[src/rtl/ps2_key_decoder_if.sv]
// ps2_key_decoder_if
//   Groups the PS/2 line inputs and the key-event outputs of the keyboard
//   front end so the decoder and whatever drives the keyboard lines share one
//   bundle.
// Signals
//   kb_clk           PS/2 clock line, asynchronous to the system clock
//   kb_data          PS/2 data line, asynchronous to the system clock
//   binary_val[3:0]  key value: 0..9 digit, 4'hE backspace
//   valid_scan_code  one-cycle strobe, binary_val valid in the same cycle
//   enter_key        one-cycle strobe when Enter is pressed
//   frame_err        one-cycle strobe on a start, parity or stop error
// Modports
//   master  keyboard side: drives the PS/2 lines, observes key events
//   slave   decoder side: receives the PS/2 lines, produces key events
interface ps2_key_decoder_if;
  logic       kb_clk;
  logic       kb_data;
  logic [3:0] binary_val;
  logic       valid_scan_code;
  logic       enter_key;
  logic       frame_err;

  modport master (
    output kb_clk, kb_data,
    input  binary_val, valid_scan_code, enter_key, frame_err
  );

  modport slave (
    input  kb_clk, kb_data,
    output binary_val, valid_scan_code, enter_key, frame_err
  );
endinterface

[src/rtl/ps2_key_decoder.sv]
// ps2_key_decoder
//   PS/2 keyboard front end for the calculator datapath. Receives 11-bit
//   PS/2 frames, checks start/parity/stop, follows make/break/extended
//   scan-code sequences and emits one-cycle key events for digits,
//   backspace and Enter.
// Ports
//   clk  system clock
//   rst  reset, asynchronous assert, active-low
//   kb   ps2_key_decoder_if.slave: kb_clk/kb_data in; binary_val,
//        valid_scan_code, enter_key, frame_err out
// Parameters
//   FILTER_LEN   identical synced kb_clk samples needed to accept a level change
//   TIMEOUT_CYC  clk cycles without a kb_clk fall before a partial frame is dropped
module ps2_key_decoder #(
  parameter int FILTER_LEN  = 4,
  parameter int TIMEOUT_CYC = 20000
) (
  input logic              clk,
  input logic              rst,
  ps2_key_decoder_if.slave kb
);

  localparam int FCW = $clog2(FILTER_LEN + 1);
  localparam int WDW = $clog2(TIMEOUT_CYC + 1);

  typedef enum logic {F_IDLE, F_RECV} frameState_t;
  typedef enum logic [1:0] {S_NORMAL, S_EXT, S_BREAK, S_EXT_BREAK} seqState_t;

  logic rstMeta_q, rstSync_q;
  logic clkMeta_q, clkSync_q, dataMeta_q, dataSync_q;
  logic clkFilt_q, clkFilt_d;
  logic [FCW-1:0] filtCnt_q, filtCnt_d;
  logic fall;

  frameState_t frameState_q, frameState_d;
  logic [3:0]     bitCnt_q, bitCnt_d;
  logic [7:0]     shift_q, shift_d;
  logic           parity_q, parity_d;
  logic [WDW-1:0] wdCnt_q, wdCnt_d;
  logic           codeRdy_q, codeRdy_d;
  logic [7:0]     code_q, code_d;
  logic           frameErr_q, frameErr_d;

  seqState_t seqState_q, seqState_d;
  logic [3:0] binVal_q, binVal_d;
  logic       valid_q, valid_d;
  logic       enter_q, enter_d;
  logic       mapHit;
  logic [3:0] mapVal;

  // Reset synchronizer: internal logic is cleared the moment rst drops, but
  // leaves reset only on a clock edge so no flop sees a release mid-cycle.
  always_ff @(posedge clk or negedge rst) begin
    if (!rst) begin
      rstMeta_q <= 1'b0;
      rstSync_q <= 1'b0;
    end else begin
      rstMeta_q <= 1'b1;
      rstSync_q <= rstMeta_q;
    end
  end

  // Line synchronizers and the kb_clk glitch filter state. The lines idle
  // high, so everything here resets to 1 to avoid a fake fall after reset.
  always_ff @(posedge clk or negedge rstSync_q) begin
    if (!rstSync_q) begin
      clkMeta_q  <= 1'b1;
      clkSync_q  <= 1'b1;
      dataMeta_q <= 1'b1;
      dataSync_q <= 1'b1;
      clkFilt_q  <= 1'b1;
      filtCnt_q  <= '0;
    end else begin
      clkMeta_q  <= kb.kb_clk;
      clkSync_q  <= clkMeta_q;
      dataMeta_q <= kb.kb_data;
      dataSync_q <= dataMeta_q;
      clkFilt_q  <= clkFilt_d;
      filtCnt_q  <= filtCnt_d;
    end
  end

  // The filtered clock follows the synced clock only once FILTER_LEN samples
  // in a row disagree with it; any agreeing sample restarts the count.
  // fall marks the cycle in which the filtered clock is about to go 1->0,
  // and the synced data of that same cycle is the bit being received.
  always_comb begin
    clkFilt_d = clkFilt_q;
    filtCnt_d = '0;
    if (clkSync_q != clkFilt_q) begin
      if (filtCnt_q == FCW'(FILTER_LEN - 1)) begin
        clkFilt_d = clkSync_q;
      end else begin
        filtCnt_d = filtCnt_q + FCW'(1);
      end
    end
    fall = clkFilt_q & ~clkFilt_d;
  end

  // Frame FSM and sequence FSM state registers, plus registered outputs.
  always_ff @(posedge clk or negedge rstSync_q) begin
    if (!rstSync_q) begin
      frameState_q <= F_IDLE;
      bitCnt_q     <= '0;
      shift_q      <= '0;
      parity_q     <= 1'b0;
      wdCnt_q      <= '0;
      codeRdy_q    <= 1'b0;
      code_q       <= '0;
      frameErr_q   <= 1'b0;
      seqState_q   <= S_NORMAL;
      binVal_q     <= '0;
      valid_q      <= 1'b0;
      enter_q      <= 1'b0;
    end else begin
      frameState_q <= frameState_d;
      bitCnt_q     <= bitCnt_d;
      shift_q      <= shift_d;
      parity_q     <= parity_d;
      wdCnt_q      <= wdCnt_d;
      codeRdy_q    <= codeRdy_d;
      code_q       <= code_d;
      frameErr_q   <= frameErr_d;
      seqState_q   <= seqState_d;
      binVal_q     <= binVal_d;
      valid_q      <= valid_d;
      enter_q      <= enter_d;
    end
  end

  // Frame FSM: start bit, 8 data bits LSB first, odd parity, stop bit.
  // The watchdog only runs while a frame is in progress; when it expires the
  // partial frame is silently abandoned so a lost edge cannot misalign the
  // next frame.
  always_comb begin
    frameState_d = frameState_q;
    bitCnt_d     = bitCnt_q;
    shift_d      = shift_q;
    parity_d     = parity_q;
    code_d       = code_q;
    codeRdy_d    = 1'b0;
    frameErr_d   = 1'b0;
    wdCnt_d      = (frameState_q == F_RECV) ? wdCnt_q + WDW'(1) : '0;
    case (frameState_q)
      F_IDLE: begin
        if (fall) begin
          if (!dataSync_q) begin
            frameState_d = F_RECV;
            bitCnt_d     = 4'd1;
          end else begin
            frameErr_d = 1'b1;
          end
        end
      end
      F_RECV: begin
        if (fall) begin
          wdCnt_d  = '0;
          bitCnt_d = bitCnt_q + 4'd1;
          if (bitCnt_q <= 4'd8) begin
            shift_d = {dataSync_q, shift_q[7:1]};
          end else if (bitCnt_q == 4'd9) begin
            parity_d = dataSync_q;
          end else begin
            frameState_d = F_IDLE;
            if (dataSync_q && ((^shift_q) ^ parity_q)) begin
              codeRdy_d = 1'b1;
              code_d    = shift_q;
            end else begin
              frameErr_d = 1'b1;
            end
          end
        end else if (wdCnt_q == WDW'(TIMEOUT_CYC - 1)) begin
          frameState_d = F_IDLE;
        end
      end
      default: frameState_d = F_IDLE;
    endcase
  end

  // Scan-code set 2 lookup for the non-extended digit and backspace keys,
  // main row and keypad.
  always_comb begin
    mapHit = 1'b1;
    mapVal = 4'd0;
    case (code_q)
      8'h45, 8'h70: mapVal = 4'd0;
      8'h16, 8'h69: mapVal = 4'd1;
      8'h1E, 8'h72: mapVal = 4'd2;
      8'h26, 8'h7A: mapVal = 4'd3;
      8'h25, 8'h6B: mapVal = 4'd4;
      8'h2E, 8'h73: mapVal = 4'd5;
      8'h36, 8'h74: mapVal = 4'd6;
      8'h3D, 8'h6C: mapVal = 4'd7;
      8'h3E, 8'h75: mapVal = 4'd8;
      8'h46, 8'h7D: mapVal = 4'd9;
      8'h66:        mapVal = 4'hE;
      default:      mapHit = 1'b0;
    endcase
  end

  // Sequence FSM: F0 means the next code is a release and is swallowed; E0
  // prefixes an extended key, of which only keypad Enter is of interest.
  // binary_val keeps its last value between events.
  always_comb begin
    seqState_d = seqState_q;
    binVal_d   = binVal_q;
    valid_d    = 1'b0;
    enter_d    = 1'b0;
    if (codeRdy_q) begin
      case (seqState_q)
        S_NORMAL: begin
          if (code_q == 8'hF0) begin
            seqState_d = S_BREAK;
          end else if (code_q == 8'hE0) begin
            seqState_d = S_EXT;
          end else if (code_q == 8'h5A) begin
            enter_d = 1'b1;
          end else if (mapHit) begin
            valid_d  = 1'b1;
            binVal_d = mapVal;
          end
        end
        S_EXT: begin
          seqState_d = S_NORMAL;
          if (code_q == 8'hF0) begin
            seqState_d = S_EXT_BREAK;
          end else if (code_q == 8'h5A) begin
            enter_d = 1'b1;
          end
        end
        default: seqState_d = S_NORMAL;
      endcase
    end
  end

  assign kb.binary_val      = binVal_q;
  assign kb.valid_scan_code = valid_q;
  assign kb.enter_key       = enter_q;
  assign kb.frame_err       = frameErr_q;

endmodule
[src/flat_wrapper.sv]
// flat-port wrapper written by rule: the top's interface ports become plain ports
module ps2_key_decoder_flat 
#(
  parameter int FILTER_LEN  = 4,
  parameter int TIMEOUT_CYC = 20000
)
  (clk, rst, kb_kb_clk, kb_kb_data, kb_binary_val, kb_valid_scan_code, kb_enter_key, kb_frame_err);
  ps2_key_decoder_if kb_i ();
  input logic clk;
  input logic rst;
  input wire logic [$bits(kb_i.kb_clk)-1:0] kb_kb_clk;
  input wire logic [$bits(kb_i.kb_data)-1:0] kb_kb_data;
  output wire logic [$bits(kb_i.binary_val)-1:0] kb_binary_val;
  output wire logic [$bits(kb_i.valid_scan_code)-1:0] kb_valid_scan_code;
  output wire logic [$bits(kb_i.enter_key)-1:0] kb_enter_key;
  output wire logic [$bits(kb_i.frame_err)-1:0] kb_frame_err;
  assign kb_i.kb_clk = kb_kb_clk;
  assign kb_i.kb_data = kb_kb_data;
  assign kb_binary_val = kb_i.binary_val;
  assign kb_valid_scan_code = kb_i.valid_scan_code;
  assign kb_enter_key = kb_i.enter_key;
  assign kb_frame_err = kb_i.frame_err;
  ps2_key_decoder #(.FILTER_LEN(FILTER_LEN), .TIMEOUT_CYC(TIMEOUT_CYC)) u_core (.clk(clk), .rst(rst), .kb(kb_i));
endmodule
[config.mk]
export PLATFORM = sky130hd
export DESIGN_NAME = ps2_key_decoder_flat
export DESIGN_NICKNAME = d
export VERILOG_FILES = /design/src/rtl/ps2_key_decoder_if.sv /design/src/rtl/ps2_key_decoder.sv /design/src/flat_wrapper.sv
export SDC_FILE = /design/constraint.sdc
export NUM_CORES = 1
export LEC_CHECK = 0
export ABC_CLOCK_PERIOD_IN_PS = 2000
export BUFFER_PORTS_ARGS = -buffer_cell sky130_fd_sc_hd__buf_2
export CORE_ASPECT_RATIO = 1.75
export CORE_MARGIN = 10
export CORE_UTILIZATION = 35
export CTS_CLUSTER_SIZE = 20
export DETAILED_ROUTE_END_ITERATION = 7
export SLEW_MARGIN = 20
export SYNTH_ARGS = -nofsm -noshare
export SYNTH_HDL_FRONTEND = slang
export SYNTH_SLANG_ARGS = --single-unit
[constraint.sdc]
create_clock -name clk -period 2 [get_ports clk]
set_input_delay 0.4 -clock clk [delete_from_list [all_inputs] [get_ports clk]]
set_output_delay 0.4 -clock clk [all_outputs]
set_load 0.02 [all_outputs]
==> impl_metrics.json <==
{
  "groute.layer.met3.usage": 0.0171,
  "core_outline_area_um2": 8610,
  "htree_levels": 3,
  "die_area_um2": 13100,
  "clock_sink_count": 57,
  "wirelength_um": 6410,
  "grt_overflow_total": 0,
  "dp_cells": 428,
  "cp.required_ns": 2.21,
  "fin_setup_tns_ns": 0,
  "detailroute.via_count": 2277,
  "drv_slew": 0,
  "total_i_o_pin_count": 11,
  "clk-insertion-delay-late_ns": 0.33,
  "busiest_layer": "met2",
  "worstRegToRegCells": 6,
  "finish.utilization": 0.441,
  "cp_num_cells": 6,
  "cts_tree": "built",
  "timing.hold.worst_path_depth": 1,
  "clock-root-buffer": "sky130_fd_sc_hd__clkbuf_16",
  "postLayoutSetupSlackWorst_ns": 0.0632,
  "power_density_nw_per_um2": 821,
  "clock-skew-final_ns": 0.00338,
  "hold_path.class": "primary input to flip-flop",
  "vdd.ir_drop.worst_mv": 0.796,
  "global_route_wire_length_before_repair_um": 11000,
  "post_synth_top_area_cell": "sky130_fd_sc_hd__dfrtp_1",
  "synth_commonest_cells": "sky130_fd_sc_hd__dfrtp_1, sky130_fd_sc_hd__nor2_1, sky130_fd_sc_hd__nand2_1, sky130_fd_sc_hd__xnor2_1",
  "fillerInstances": 809,
  "cp-end-kind": "flip-flop",
  "setup_viol": 0,
  "groute.usage.overall": 0.106,
  "initial_utilization": 0.357,
  "max_cap_violations": 0,
  "syn_nets": 294,
  "synthTopCellsByArea": "sky130_fd_sc_hd__dfrtp_1, sky130_fd_sc_hd__mux2_4, sky130_fd_sc_hd__dfstp_2",
  "synth_async_sr_flop_share": 1.00,
  "hold_slack_ns": 0.171,
  "clk_transition_reported_paths_ns": 0.05,
  "postRouteAntennaNets": 0,
  "crit_path_max_incr_delay_ns": 0.52,
  "synth_top_area_frac": 0.423,
  "die_h_um": 144,
  "finalWorstPathRequiredPeriod_ns": 1.94,
  "totalPowerFinal_mw": 3.12,
  "final_design_area_no_fill_um2": 3800,
  "synthesis.area_per_instance_um2": 10.8,
  "critPathBufInv": 0,
  "status": "finished clean",
  "hold_viol_final": 0,
  "worst_ep_arrival_time_ns": 2.15,
  "area.growth.synth_to_final_pct": 23.6,
  "seqCellArea_um2": 1440,
  "start_kind": "flip-flop",
  "crit_chain": "nand2b_1 -> or4_4 -> a21oi_2 -> a211oi_2 -> a21oi_4 -> mux2_4",
  "count_of_flip_flops_with_a_built_in_enable_after_synthesis": 0,
  "dpl.hpwl_um": 4760,
  "timing.fmax_mhz": 516,
  "kind_of_cell_adding_the_most_delay_to_the_critical_path": "simple AND/OR/NAND/NOR gates",
  "finish.net_count": 332,
  "std_cell_rows": 45,
  "power.leakage_nw": 1.66,
  "synth.distinct_cells": 60,
  "unrepaired_setup_endpoints_after_global_routing": "yes",
  "synth_area_um2": 3080,
  "post-synth-top-count-cell": "sky130_fd_sc_hd__dfrtp_1",
  "antenna_cells_inserted": 0,
  "antenna_violations_before_repair": 0,
  "multi_input_comb_area_um2": 1530,
  "portBuffers": 10,
  "first_iter_violations": 73,
  "postSynthCellCount": 285,
  "synth.ff_latch_count": 57,
  "firstDrtPassIters": 4,
  "clockBufferDepth": 2,
  "grtUsageMet2": 0.194,
  "drive_gt1_frac": 0.311,
  "avgViaCountPerCell": 5.12,
  "detailedPlace.worstSlack_ns": 0.0481,
  "remaining_drc_errors": 0,
  "detail_route.wl_per_cell_um": 14.4,
  "die_x_extent_um": 90.9,
  "yosysSeqAreaShare": 0.466,
  "slowest_stage": "sky130_fd_sc_hd__or4_4",
  "cts_made_buffers": 9,
  "critical_path_class": "flip-flop to flip-flop",
  "final_replace_weighted_congestion": 0.894,
  "layoutNonFillerInstCount": 445,
  "synth_top_flop_cell": "sky130_fd_sc_hd__dfrtp_1",
  "finalCritPeriodShare": 0.968,
  "grt_start_max_net_pins": 39,
  "crit_path_max_fanout": 8,
  "grt_util_met1": 0.102,
  "synthesis.yosys.warnings": 0,
  "placed_area_um2": 3460,
  "first_global_vias": 2382
}
[report_power, final]
part,internal (mW),switching [mW]
Clock,1.06,0.490
Sequential,1.24,0.0788
Combinational,0.111,0.145
Total,2.41,0.714
[logic make-up (layout without fill, tap and decap cells)]
| kind of cell | count (synthesis) | after routing | synth area share |
|---|---|---|---|
| xor gates and xnor gates | 22 | 22 | 0.0627 |
| muxes | 20 | 20 | 0.0842 |
| AOI/OAI and AO/OA | 41 | 41 | 0.0964 |
| buffers and inverters | 25 | 68 | 0.0419 |
| and+or+nand+nor | 114 | 114 | 0.227 |
| adders and majority gates | 5 | 5 | 0.0203 |
| other | 1 | 1 | 0.00122 |
| DFF | 57 | 57 | 0.466 |
[worst reg2reg max path: stages, from the launching register on]
cell,delay (ns)
sky130_fd_sc_hd__dfrtp_1,0.45
sky130_fd_sc_hd__nand2b_1,0.20
sky130_fd_sc_hd__or4_4,0.52
sky130_fd_sc_hd__a21oi_2,0.13
sky130_fd_sc_hd__a211oi_2,0.07
sky130_fd_sc_hd__a21oi_4,0.15
sky130_fd_sc_hd__mux2_4,0.30
[repair_timing]
action / 4_1_cts / 5_1_grt
gates resized for setup: 0 / 9
setup buffers: 0 / 0
hold buffers: 1 / 0
setup endpoints to repair: 0 / 13
endpoints found under the hold margin: 2 / 0
[worst paths after layout]
path / from / slack, ns / to
worst min register to register: u_core.rstSync_q / 0.20 / u_core.parity_q
worst max register to register: u_core.code_q[3] / 0.06 / u_core.kb.binary_val[3]
min in group asynchronous: u_core.rstSync_q / 0.20 / u_core.parity_q
worst min-delay path: kb_kb_data / 0.17 / u_core.dataMeta_q
max in group asynchronous: u_core.rstSync_q / 1.21 / u_core.dataSync_q
worst max-delay path: u_core.code_q[3] / 0.06 / u_core.kb.binary_val[3]
[per-layer routing]
layer | vias to the layer above | part of all wire
li1 | 1105 | -
met1 | 1119 | 0.39
met2 | 32 | 0.54
met3 | 21 | 0.021
met4 | 0 | 0.044
met5 | - | 0
[area by class of cell]
class                      count  share of cell area
sequential                    57               0.379
clock inverter                 2             0.00922
multi-input combinational    203               0.403
timing repair buffer          43              0.0889
tap                          117              0.0385
inverter                       9             0.00889
clock buffer                  14              0.0721
[layout by cell type (no fill, tap or decap), types with 4 or more instances in the layout]
| cell | count |
|---|---|
| sky130_fd_sc_hd__buf_2 | 10 |
| sky130_fd_sc_hd__nor3_1 | 5 |
| sky130_fd_sc_hd__o21ai_0 | 10 |
| sky130_fd_sc_hd__dfrtp_1 | 45 |
| sky130_fd_sc_hd__dfrtp_2 | 7 |
| sky130_fd_sc_hd__nand2_1 | 14 |
| sky130_fd_sc_hd__clkbuf_16 | 9 |
| sky130_fd_sc_hd__o22ai_1 | 4 |
| sky130_fd_sc_hd__buf_4 | 29 |
| sky130_fd_sc_hd__xor2_1 | 9 |
| sky130_fd_sc_hd__nand3_1 | 11 |
| sky130_fd_sc_hd__nor3b_1 | 5 |
| sky130_fd_sc_hd__xnor2_1 | 12 |
| sky130_fd_sc_hd__and3_1 | 5 |
| sky130_fd_sc_hd__nor4bb_1 | 4 |
| sky130_fd_sc_hd__mux2_4 | 9 |
| sky130_fd_sc_hd__nand2b_1 | 7 |
| sky130_fd_sc_hd__nor2_1 | 24 |
| sky130_fd_sc_hd__nand4_1 | 11 |
| sky130_fd_sc_hd__a21oi_1 | 4 |
| sky130_fd_sc_hd__mux2_2 | 10 |
| sky130_fd_sc_hd__ha_1 | 4 |
| sky130_fd_sc_hd__dfstp_2 | 5 |
| sky130_fd_sc_hd__inv_1 | 9 |
[registers in the layout, summed over array words and instances (netlist names)]
register                   cells
u_core.shift_q                 8
u_core.wdCnt_q                15
u_core.kb.enter_key            1
u_core.seqState_q              2
u_core.kb.binary_val           4
u_core.clkMeta_q               1
u_core.frameState_q            1
u_core.rstMeta_q               1
u_core.rstSync_q               1
u_core.code_q                  8
u_core.clkFilt_q               1
u_core.bitCnt_q                4
u_core.kb.valid_scan_code      1
u_core.dataMeta_q              1
u_core.dataSync_q              1
u_core.clkSync_q               1
u_core.filtCnt_q               3
u_core.codeRdy_q               1
u_core.parity_q                1
u_core.kb.frame_err            1
(Power assumes the default switching activity.)
